--- config.mk ---
export PLATFORM = sky130hd
export DESIGN_NAME = fp32_adder_arbiter
export DESIGN_NICKNAME = d
export VERILOG_FILES = /design/src/rtl/fp_mac_pkg.sv /design/src/rtl/fp32_adder_arbiter_rr.sv /design/src/rtl/fp32_adder_arbiter.sv
export SDC_FILE = /design/constraint.sdc
export NUM_CORES = 1
export LEC_CHECK = 0
export CAP_MARGIN = 20
export CORE_MARGIN = 8
export CORE_UTILIZATION = 40
export CTS_BUF_LIST = sky130_fd_sc_hd__clkbuf_4 sky130_fd_sc_hd__clkbuf_8
export CTS_CLUSTER_DIAMETER = 50
export DETAILED_ROUTE_END_ITERATION = 7
export HOLD_SLACK_MARGIN = 0.05
export PLACE_DENSITY_LB_ADDON = 0.12
export SLEW_MARGIN = 30
export SYNTH_ARGS = -nofsm -noshare
export SYNTH_HDL_FRONTEND = slang
export SYNTH_SLANG_ARGS = --single-unit
--- constraint.sdc ---
create_clock -name clk -period 3.5 [get_ports clk]
set_input_delay 0.875 -clock clk [delete_from_list [all_inputs] [get_ports clk]]
set_output_delay 0.875 -clock clk [all_outputs]
set_load 0.02 [all_outputs]
--- src/rtl/fp_mac_pkg.sv ---
// Shared FP32 constants and helpers for the MAC-unit accumulation path.
// Latency: n/a (declarations only).
// Backpressure: n/a (declarations only).
package fp_mac_pkg;

    localparam int FP32_W     = 32;
    localparam int FP32_EXP_W = 8;
    localparam int FP32_MAN_W = 23;

    localparam logic [FP32_W-1:0] FP32_ONE  = 32'h3F80_0000;
    localparam logic [FP32_W-1:0] FP32_ZERO = 32'h0000_0000;

    // Index width for n items, never narrower than one bit so a
    // single-entry configuration still yields a legal vector.
    function automatic int clog2_min1(input int n);
        int r;
        r = $clog2(n);
        if (r < 1) begin
            r = 1;
        end
        return r;
    endfunction

endpackage

--- src/rtl/fp32_adder_arbiter_rr.sv ---
// Round-robin arbiter: one-hot grant searched from ptr upward, wrapping to 0.
// Latency: grant is combinational from req; ptr updates on the edge after advance.
// Backpressure: ptr only moves when the caller reports an accepted grant (advance).
module rr_arbiter
    import fp_mac_pkg::*;
#(
    parameter  int N   = 4,
    localparam int IDW = clog2_min1(N)
) (
    input  logic           clk,
    input  logic           rst_n,
    input  logic [N-1:0]   req,
    input  logic           advance,
    output logic [N-1:0]   grant,
    output logic [IDW-1:0] grant_idx,
    output logic [IDW-1:0] ptr
);

    // First requester at or after ptr in circular order wins.
    always_comb begin : search
        int   cand;
        logic found;
        grant     = '0;
        grant_idx = '0;
        found     = 1'b0;
        cand      = 0;
        for (int k = 0; k < N; k++) begin
            cand = int'(ptr) + k;
            if (cand >= N) begin
                cand = cand - N;
            end
            if (!found && req[cand]) begin
                found       = 1'b1;
                grant[cand] = 1'b1;
                grant_idx   = IDW'(cand);
            end
        end
    end

    // Pointer moves just past the winner, only when its handshake completes.
    always_ff @(posedge clk) begin
        if (!rst_n) begin
            ptr <= '0;
        end else if (advance) begin
            if (grant_idx == IDW'(N - 1)) begin
                ptr <= '0;
            end else begin
                ptr <= grant_idx + 1'b1;
            end
        end
    end

endmodule

--- src/rtl/fp32_adder_arbiter.sv ---
// Shares one combinational FP32 adder among NREQ valid/ready requesters, round-robin.
// Latency: accept at edge N -> rsp_valid after edge N+1; one result per cycle sustained.
// Backpressure: rsp_ready low holds OUT, then S1; req_ready drops only when both are full.
module fp32_adder_arbiter
    import fp_mac_pkg::*;
#(
    parameter  int NREQ = 4,
    parameter  int W    = FP32_W,
    parameter  int TAGW = 4,
    localparam int IDW  = clog2_min1(NREQ)
) (
    input  logic                 clk,
    input  logic                 rst_n,
    input  logic [NREQ-1:0]      req_valid,
    output logic [NREQ-1:0]      req_ready,
    input  logic [NREQ*W-1:0]    req_a,
    input  logic [NREQ*W-1:0]    req_b,
    input  logic [NREQ*TAGW-1:0] req_tag,
    output logic [W-1:0]         add_a,
    output logic [W-1:0]         add_b,
    input  logic [W-1:0]         add_sum,
    output logic                 rsp_valid,
    input  logic                 rsp_ready,
    output logic [W-1:0]         rsp_data,
    output logic [IDW-1:0]       rsp_id,
    output logic [TAGW-1:0]      rsp_tag,
    output logic                 busy
);

    typedef struct packed {
        logic [W-1:0]    a;
        logic [W-1:0]    b;
        logic [IDW-1:0]  id;
        logic [TAGW-1:0] tag;
    } s1_t;

    s1_t            s1_q;
    s1_t            s1_d;
    logic           s1_vld;
    logic           out_vld;
    logic           out_adv;
    logic           s1_free;
    logic           accept;
    logic [NREQ-1:0] arb_grant;
    logic [IDW-1:0]  arb_idx;
    logic [IDW-1:0]  rr_ptr;

    // S1 moves to OUT whenever OUT is empty or draining this cycle; S1 can
    // take a new request if it is empty or vacating. rsp_ready therefore
    // reaches req_ready combinationally, which keeps the pipe at full rate.
    assign out_adv   = s1_vld & (~out_vld | rsp_ready);
    assign s1_free   = ~s1_vld | out_adv;
    assign req_ready = arb_grant & {NREQ{s1_free & rst_n}};
    assign accept    = |(req_valid & req_ready);

    rr_arbiter #(
        .N(NREQ)
    ) u_arb (
        .clk       (clk),
        .rst_n     (rst_n),
        .req       (req_valid),
        .advance   (accept),
        .grant     (arb_grant),
        .grant_idx (arb_idx),
        .ptr       (rr_ptr)
    );

    // Mux the granted requester's operands and tag toward S1.
    always_comb begin
        s1_d     = '0;
        s1_d.a   = req_a[arb_idx*W +: W];
        s1_d.b   = req_b[arb_idx*W +: W];
        s1_d.id  = arb_idx;
        s1_d.tag = req_tag[arb_idx*TAGW +: TAGW];
    end

    // S1 register: loads on handshake, empties when it advances with nothing behind it.
    always_ff @(posedge clk) begin
        if (!rst_n) begin
            s1_vld <= 1'b0;
            s1_q   <= '0;
        end else if (accept) begin
            s1_vld <= 1'b1;
            s1_q   <= s1_d;
        end else if (out_adv) begin
            s1_vld <= 1'b0;
        end
    end

    assign add_a = s1_q.a;
    assign add_b = s1_q.b;

    // OUT register: captures the adder result; on drain without refill the
    // payload is left in place and only the valid flag clears.
    always_ff @(posedge clk) begin
        if (!rst_n) begin
            out_vld  <= 1'b0;
            rsp_data <= '0;
            rsp_id   <= '0;
            rsp_tag  <= '0;
        end else if (out_adv) begin
            out_vld  <= 1'b1;
            rsp_data <= add_sum;
            rsp_id   <= s1_q.id;
            rsp_tag  <= s1_q.tag;
        end else if (rsp_ready) begin
            out_vld  <= 1'b0;
        end
    end

    assign rsp_valid = out_vld;
    assign busy      = s1_vld | out_vld;

endmodule
# ---- After elaboration in Yosys (flattened, before gate mapping)
# Index checks and enable logic that the tools add are counted.
# W data, S select, Z words.
dict set report totals {
  register_bits 112
  latchBits 0
  ramBits 0
  mem_bits_ro 0
  memories 0
}
dict set report classes {
  n_addsub 8
  mul 0
  div 0
  magnitude_cmp 12
  n_eq_ne 1
  n_shift 3
  mux 40
  n_bitwise 12
  reduce_logical 13
}
# operator count
set ops {}
lappend ops {{$shiftx A128 B8 Y32} 2}
lappend ops {{$ge A32 B1 Y1 const B} 4}
lappend ops {{$lt A32 B4 Y1 const B} 4}
lappend ops {{$mux W32} 4}
lappend ops {{$ge A32 B4 Y1 const B} 3}
lappend ops {{$sub A32 B4 Y32 const B} 3}
lappend ops {{$mux W1} 19}
lappend ops {{$mux W4} 4}
lappend ops {{$shiftx A16 B5 Y4} 1}
lappend ops {{$or A4 B4 Y4} 3}
lappend ops {{$mux W2} 5}
lappend ops {{$and A4 B4 Y4} 2}
lappend ops {{$bmux W1 S2} 4}
lappend ops {{$demux W1 S2} 4}
lappend ops {{$logic_and A1 B1 Y1} 7}
lappend ops {{$add A2 B2 Y3 const B} 2}
lappend ops {{$reduce_bool A2 Y1} 2}
lappend ops {{$reduce_or A4 Y1} 1}
lappend ops {{$sub A2 B3 Y4 const B} 1}
lappend ops {{$add A2 B1 Y3 const B} 1}
lappend ops {{$ge A2 B3 Y1 const B} 1}
lappend ops {{$logic_not A1 Y1} 3}
lappend ops {{$or A1 B1 Y1} 3}
lappend ops {{$add A2 B1 Y2 const B} 1}
lappend ops {{other kinds (3)} 5}

# ---- Logic depth before layout (Yosys ltp)
dict set report depth {
  depth_word 19
  ltp_mapped 12
  ltp_nobuf 8
}

# ---- By module
# From an unflattened synthesis, not the netlist that was laid out.
dict set report hier_totals {
  hier_cells 693
  hier_area_um2 6553.8
}
# mod instances cells_per_inst area_each_um2 seq_area_each_um2
set by_module_without_submodules {}
lappend by_module_without_submodules {fp32_adder_arbiter 1 634 6007.0 2202.1}
lappend by_module_without_submodules {rr_arbiter 1 59 546.8 40.0}

# ---- Worst setup path after synthesis
# OpenSTA, ideal clock, no wires.
dict set report synth_path {
  path_type {register to output}
  from {register with a tool-made name}
  to {output port req_ready[0]}
  arrival_time_ns 2.318
  slack_ns 0.307
  stages_incl_launch_ff 10
  path_buffers 2
  path_cell_list {dfxtp_1 -> buf_2 -> inv_1 -> ha_1 -> buf_6 -> mux4_2 -> nor2b_4 -> a221o_1 -> o21ai_0 -> a21oi_1}
}
# element line_no
set synth_lines {}
lappend synth_lines {{end: declaration} fp32_adder_arbiter.sv:15} ;# output logic [NREQ-1:0] req_ready,

# ---- Worst setup path in the final report
dict set report layout_path {
  from {input port req_valid[2]}
  to {output port req_ready[0]}
}
dict set report layout_via {
  elab_chain_cells 14
}
# element line_no
set layout_rtl {}
lappend layout_rtl {{start: declaration} fp32_adder_arbiter.sv:14} ;# input logic [NREQ-1:0] req_valid,
lappend layout_rtl {{$bmux W1 S2} fp32_adder_arbiter_rr.sv:32} ;# if (!found && req[cand]) begin
lappend layout_rtl {{$mux W1 (implied by the code) (2 in series)} fp32_adder_arbiter_rr.sv:32}
lappend layout_rtl {{$mux W1} fp32_adder_arbiter_rr.sv:32}
lappend layout_rtl {{$logic_not A1 Y1} fp32_adder_arbiter_rr.sv:32}
lappend layout_rtl {{$logic_and A1 B1 Y1} fp32_adder_arbiter_rr.sv:32}
lappend layout_rtl {{$mux W1} fp32_adder_arbiter_rr.sv:32}
lappend layout_rtl {{$logic_not A1 Y1} fp32_adder_arbiter_rr.sv:32}
lappend layout_rtl {{$logic_and A1 B1 Y1} fp32_adder_arbiter_rr.sv:32}
lappend layout_rtl {{$mux W1} fp32_adder_arbiter_rr.sv:32}
lappend layout_rtl {{$logic_not A1 Y1} fp32_adder_arbiter_rr.sv:32}
lappend layout_rtl {{$logic_and A1 B1 Y1} fp32_adder_arbiter_rr.sv:32}
lappend layout_rtl {{$mux W4 (*)} fp32_adder_arbiter_rr.sv:32}
lappend layout_rtl {{$and A4 B4 Y4 (*)} fp32_adder_arbiter.sv:53} ;# assign req_ready = arb_grant & {NREQ{s1_free & rst_n}};
# Every way passes the cells marked *; elsewhere a longest branch is shown, timed or not. The select of a mux whose other input is x is not followed.

==> results <==
how the worst max path moves through the flow:
| stage | from | end | slack [ns] | depth (start not counted) |
|---|---|---|---|---|
| 2_1_floorplan | register | req_ready[0] | 0.31 | 9 |
| 3_5_place_dp | req_valid[2] | req_ready[0] | -0.56 | 7 |
| 3_3_place_gp | req_valid[2] | req_ready[0] | -0.53 | 7 |
| 5_1_grt | req_valid[2] | req_ready[0] | 0.01 | 7 |
| 4_1_cts | req_valid[1] | req_ready[3] | 0.03 | 7 |
| 6_report | req_valid[2] | req_ready[0] | 0.09 | 7 |
worst reg2reg max path: cells and delay by family (launching register included):
kind | cells | cell delay [ns]
flops | 1 | 0.36
compound gates | 5 | 1.09
fa+ha+maj | 1 | 0.28
mux | 1 | 0.58
buf+inv | 3 | 0.41
flip-flops by register name (all words and copies together) (netlist names), named ones only:
| signal | cells |
|---|---|
| add_a | 32 |
| add_b | 32 |
| rsp_data | 32 |
| rsp_id | 2 |
| rsp_tag | 4 |
| rsp_valid | 1 |
| s1_q | 6 |
| s1_vld | 1 |
| u_arb.ptr | 1 |
metrics by stage:
| stage | instance area [sq um] | power (uW) |
|---|---|---|
| after global placement | 12800 | 7360 |
| final | 13000 | 8000 |
| after global routing | 13000 | 8550 |
| after detailed placement | 12800 | 7380 |
| after CTS | 13000 | 8120 |
| after floorplan | 8520 | 5490 |
logic make-up after synthesis:
| family | Yosys count |
|---|---|
| AOI/OAI and AO/OA | 141 |
| xor gates and xnor gates | 1 |
| adders and majority gates | 4 |
| buffers and inverters | 423 |
| DFF | 112 |
| muxes | 77 |
| and+or+nand+nor | 315 |
what timing repair did:
| action | CTS | global route |
|---|---|---|
| pin swaps | 1 | 0 |
| resized for setup | 17 | 5 |
| buffers inserted | 0 | 0 |
| hold buffers | 0 | 0 |
| endpoints found under the setup margin | 4 | 4 |
power by group through the flow:
| stage | combinational, uW | sequential, uW | clock, uW |
|---|---|---|---|
| 2_1_floorplan | 3590 | 1890 | 0 |
| 3_3_place_gp | 5500 | 1850 | 0 |
| 3_5_place_dp | 5520 | 1860 | 0 |
| 4_1_cts | 5540 | 1840 | 745 |
| 5_1_grt | 5870 | 1880 | 793 |
| 6_report | 5450 | 1840 | 713 |
layer usage:
metal | wire (um) | GRT usage [%] | vias up
met1 | 10900 | 23.3 | 3806
li1 | - | - | 4114
met2 | 15400 | 39.6 | 301
met5 | 41 | 0 | -
met3 | 2590 | 7.52 | 40
met4 | 710 | 6.94 | 6
layout make-up:
class,count,area share (%)
multi-input combinational,538,34.2
clock buffer,9,0.956
antenna,2,0.0386
sequential,112,17.3
timing repair buffer,476,36.4
inverter,279,8.08
tap,275,2.65
clock inverter,6,0.319
cells in the final DEF (no fill, tap or decap), drive strengths merged, types with 39 or more instances in the layout:
cell / Yosys / layout
a21boi: 39 / 39
and2: 68 / 68
buf: 93 / 61
clkdlybuf4s50: 0 / 409
dfxtp: 112 / 112
inv: 279 / 282
mux4: 71 / 71
nand2: 156 / 156
nand4: 69 / 69
o211ai: 69 / 69
==> metrics.md <==
| Metric | Value |
|---|---|
| Netlist cell types | 44 |
| Post-synthesis compound-gate area fraction | 12.3% |
| Net Sw Frac | 41.1% |
| Hpwl dp | 24,100 um |
| Row Count | 53 |
| Status | finished clean |
| Worst R2R Path Depth | 10 |
| Setup TNS | 0 ns |
| Global-route wire length before repair | 45,300 um |
| WL/cell | 17.5 um |
| CP required | 2.62 ns |
| DRT Pass-1 Iters | 5 |
| Final weighted congestion in routability-driven placement | 0.827 |
| Xor/xnor share of the synthesized area | 0.103% |
| Synth-to-Final Area Change | 52.2% |
| Final Non-Filler Cells | 1,697 |
| Util after Layout | 61.9% |
| Clock latency on the worst-skew pair | 0.38 ns |
| Hold Crit Class | register to register |
| Drt via density | 4.87 |
| Dpl cells | 1,680 |
| Vias in the first global route | 8,452 |
| CTS tree | yes |
| Drt total wl | 29,600 um |
| Final setup vio count | 0 |
| Die extent in x | 162 um |
| H-tree depth | 3 |
| Post-synth top cells | inv_1 (277), nand2_1 (156), dfxtp_1 (112), mux4_2 (71) |
| Top cells by area, synth | dfxtp_1 (26%), mux4_2 (19%), inv_1 (12%) |
| GRT Overall Usage | 21.8% |
| Total CTS buffers | 9 |
| CP Buf/Inv Count | 2 |
| Post-synthesis sequential area ratio | 26.3% |
| Net Switching | 3290 uW |
| IO Port Bufs | 418 |
| Post-synth net total | 1,388 |
| Part of the power in registers | 23.0% |
| Die H | 162 um |
| Top Ports | 419 |
| Crit path cell chain | dlygate4sd2_1 > mux4_2 > nor2b_4 > a221o_1 > o21ai_0 > a21oi_1 > buf_2 |
| Seq cells post-synth | 112 |
| Max-slew violation count | 0 |
| Max-Cap Viols | 0 |
| WS Path Type | input port to output port |
| Startpoint Class | input port |
| Clock Path Buffers | 2 |
| Post-synthesis adder-cell area fraction | 0.588% |
| Warnings from Yosys | 0 |
| Async S/R FF share, synth | 0% |
| CTS sink count | 112 |
| DRC viols | 0 |
| CP Capture Type | output port |
| CTS root buf | clkbuf_8 |
| Pre-CTS setup slack | -0.556 ns |
| Final min period | 3.41 ns |
| Simple-gate share of the synthesized area | 18.5% |
| Iteration-0 DRC Markers | 395 |
| Antenna Nets Post-Route | 0 |
| Pleak | 0.00562 uW |
| Worst-path maximum fanout | 6 |
| Clock share of power | 8.9% |
| Synth Area per Inst | 7.94 sq um |
| R2R setup slack | 0.66 ns |
| Mux cell area share after synthesis | 19.5% |
| Fillers | 1,894 |
| Ys flop type | dfxtp_1 |
| Core Area | 21,000 sq um |
| Slew @ Worst Pin | 0.795 ns |
| RR Endpoint | add_a[19]$_SDFFE_PN0P_ |
| WHS Endpoint | rsp_data[5]$_SDFFE_PN0P_ |
| Period utilization | 97.3% |
| Area of the multi-input gates | 4430 sq um |
| F_max | 294 MHz |
| Area fraction of the dominant cell type after synthesis | 26.3% |
| Cells after Synth | 1,073 |
| Crit-path leading delay family | multiplexers |
| DIE AREA | 26,200 sq um |
| Grt ovf | 0 |
| RSZ-0062 raised after global routing | no |
| Share of layout cells above drive strength 1 | 11.7% |
| Crit path DAT | 2.53 ns |
| Setup WS post-layout | 0.0943 ns |
| FF/Latch Area | 2240 sq um |
| Mapped Area | 8520 sq um |
| Most frequent cell after synthesis | inv_1 |
| Starting Density | 40.6% |
| WHS | 0.468 ns |
| Slowest cell on the critical path | mux4_2 |
| Vias | 8,267 |
| Hold_sp | rsp_data[5]$_SDFFE_PN0P_ |
| Largest net degree at the start of global routing | 71 |
| Clock slew seen by the registers of the worst setup and hold paths | 0.10 ns |
| Post-synth EDFFs | 0 |
| Largest area contributor in the netlist | dfxtp_1 |
| Largest family of logic cells by synthesized area | buffers and inverters |
| PD cells | 617 nW/um^2 |
| Worst rel slew slack | 47.0% |
| Max stage delay on crit path | 0.57 ns |
| Initial antenna violation count | 5 |
| Gate power share | 68.1% |
| NumNets Final | 1,731 |
| Internal | 4710 uW |
| Hold path depth | 2 |
| Clock Skew | 0.0120 ns |
| Fin. Hold Viols | 0 |
| Worst vdd ir | 0.000442 V |
Note: power is estimated with default switching activity, not from simulation.
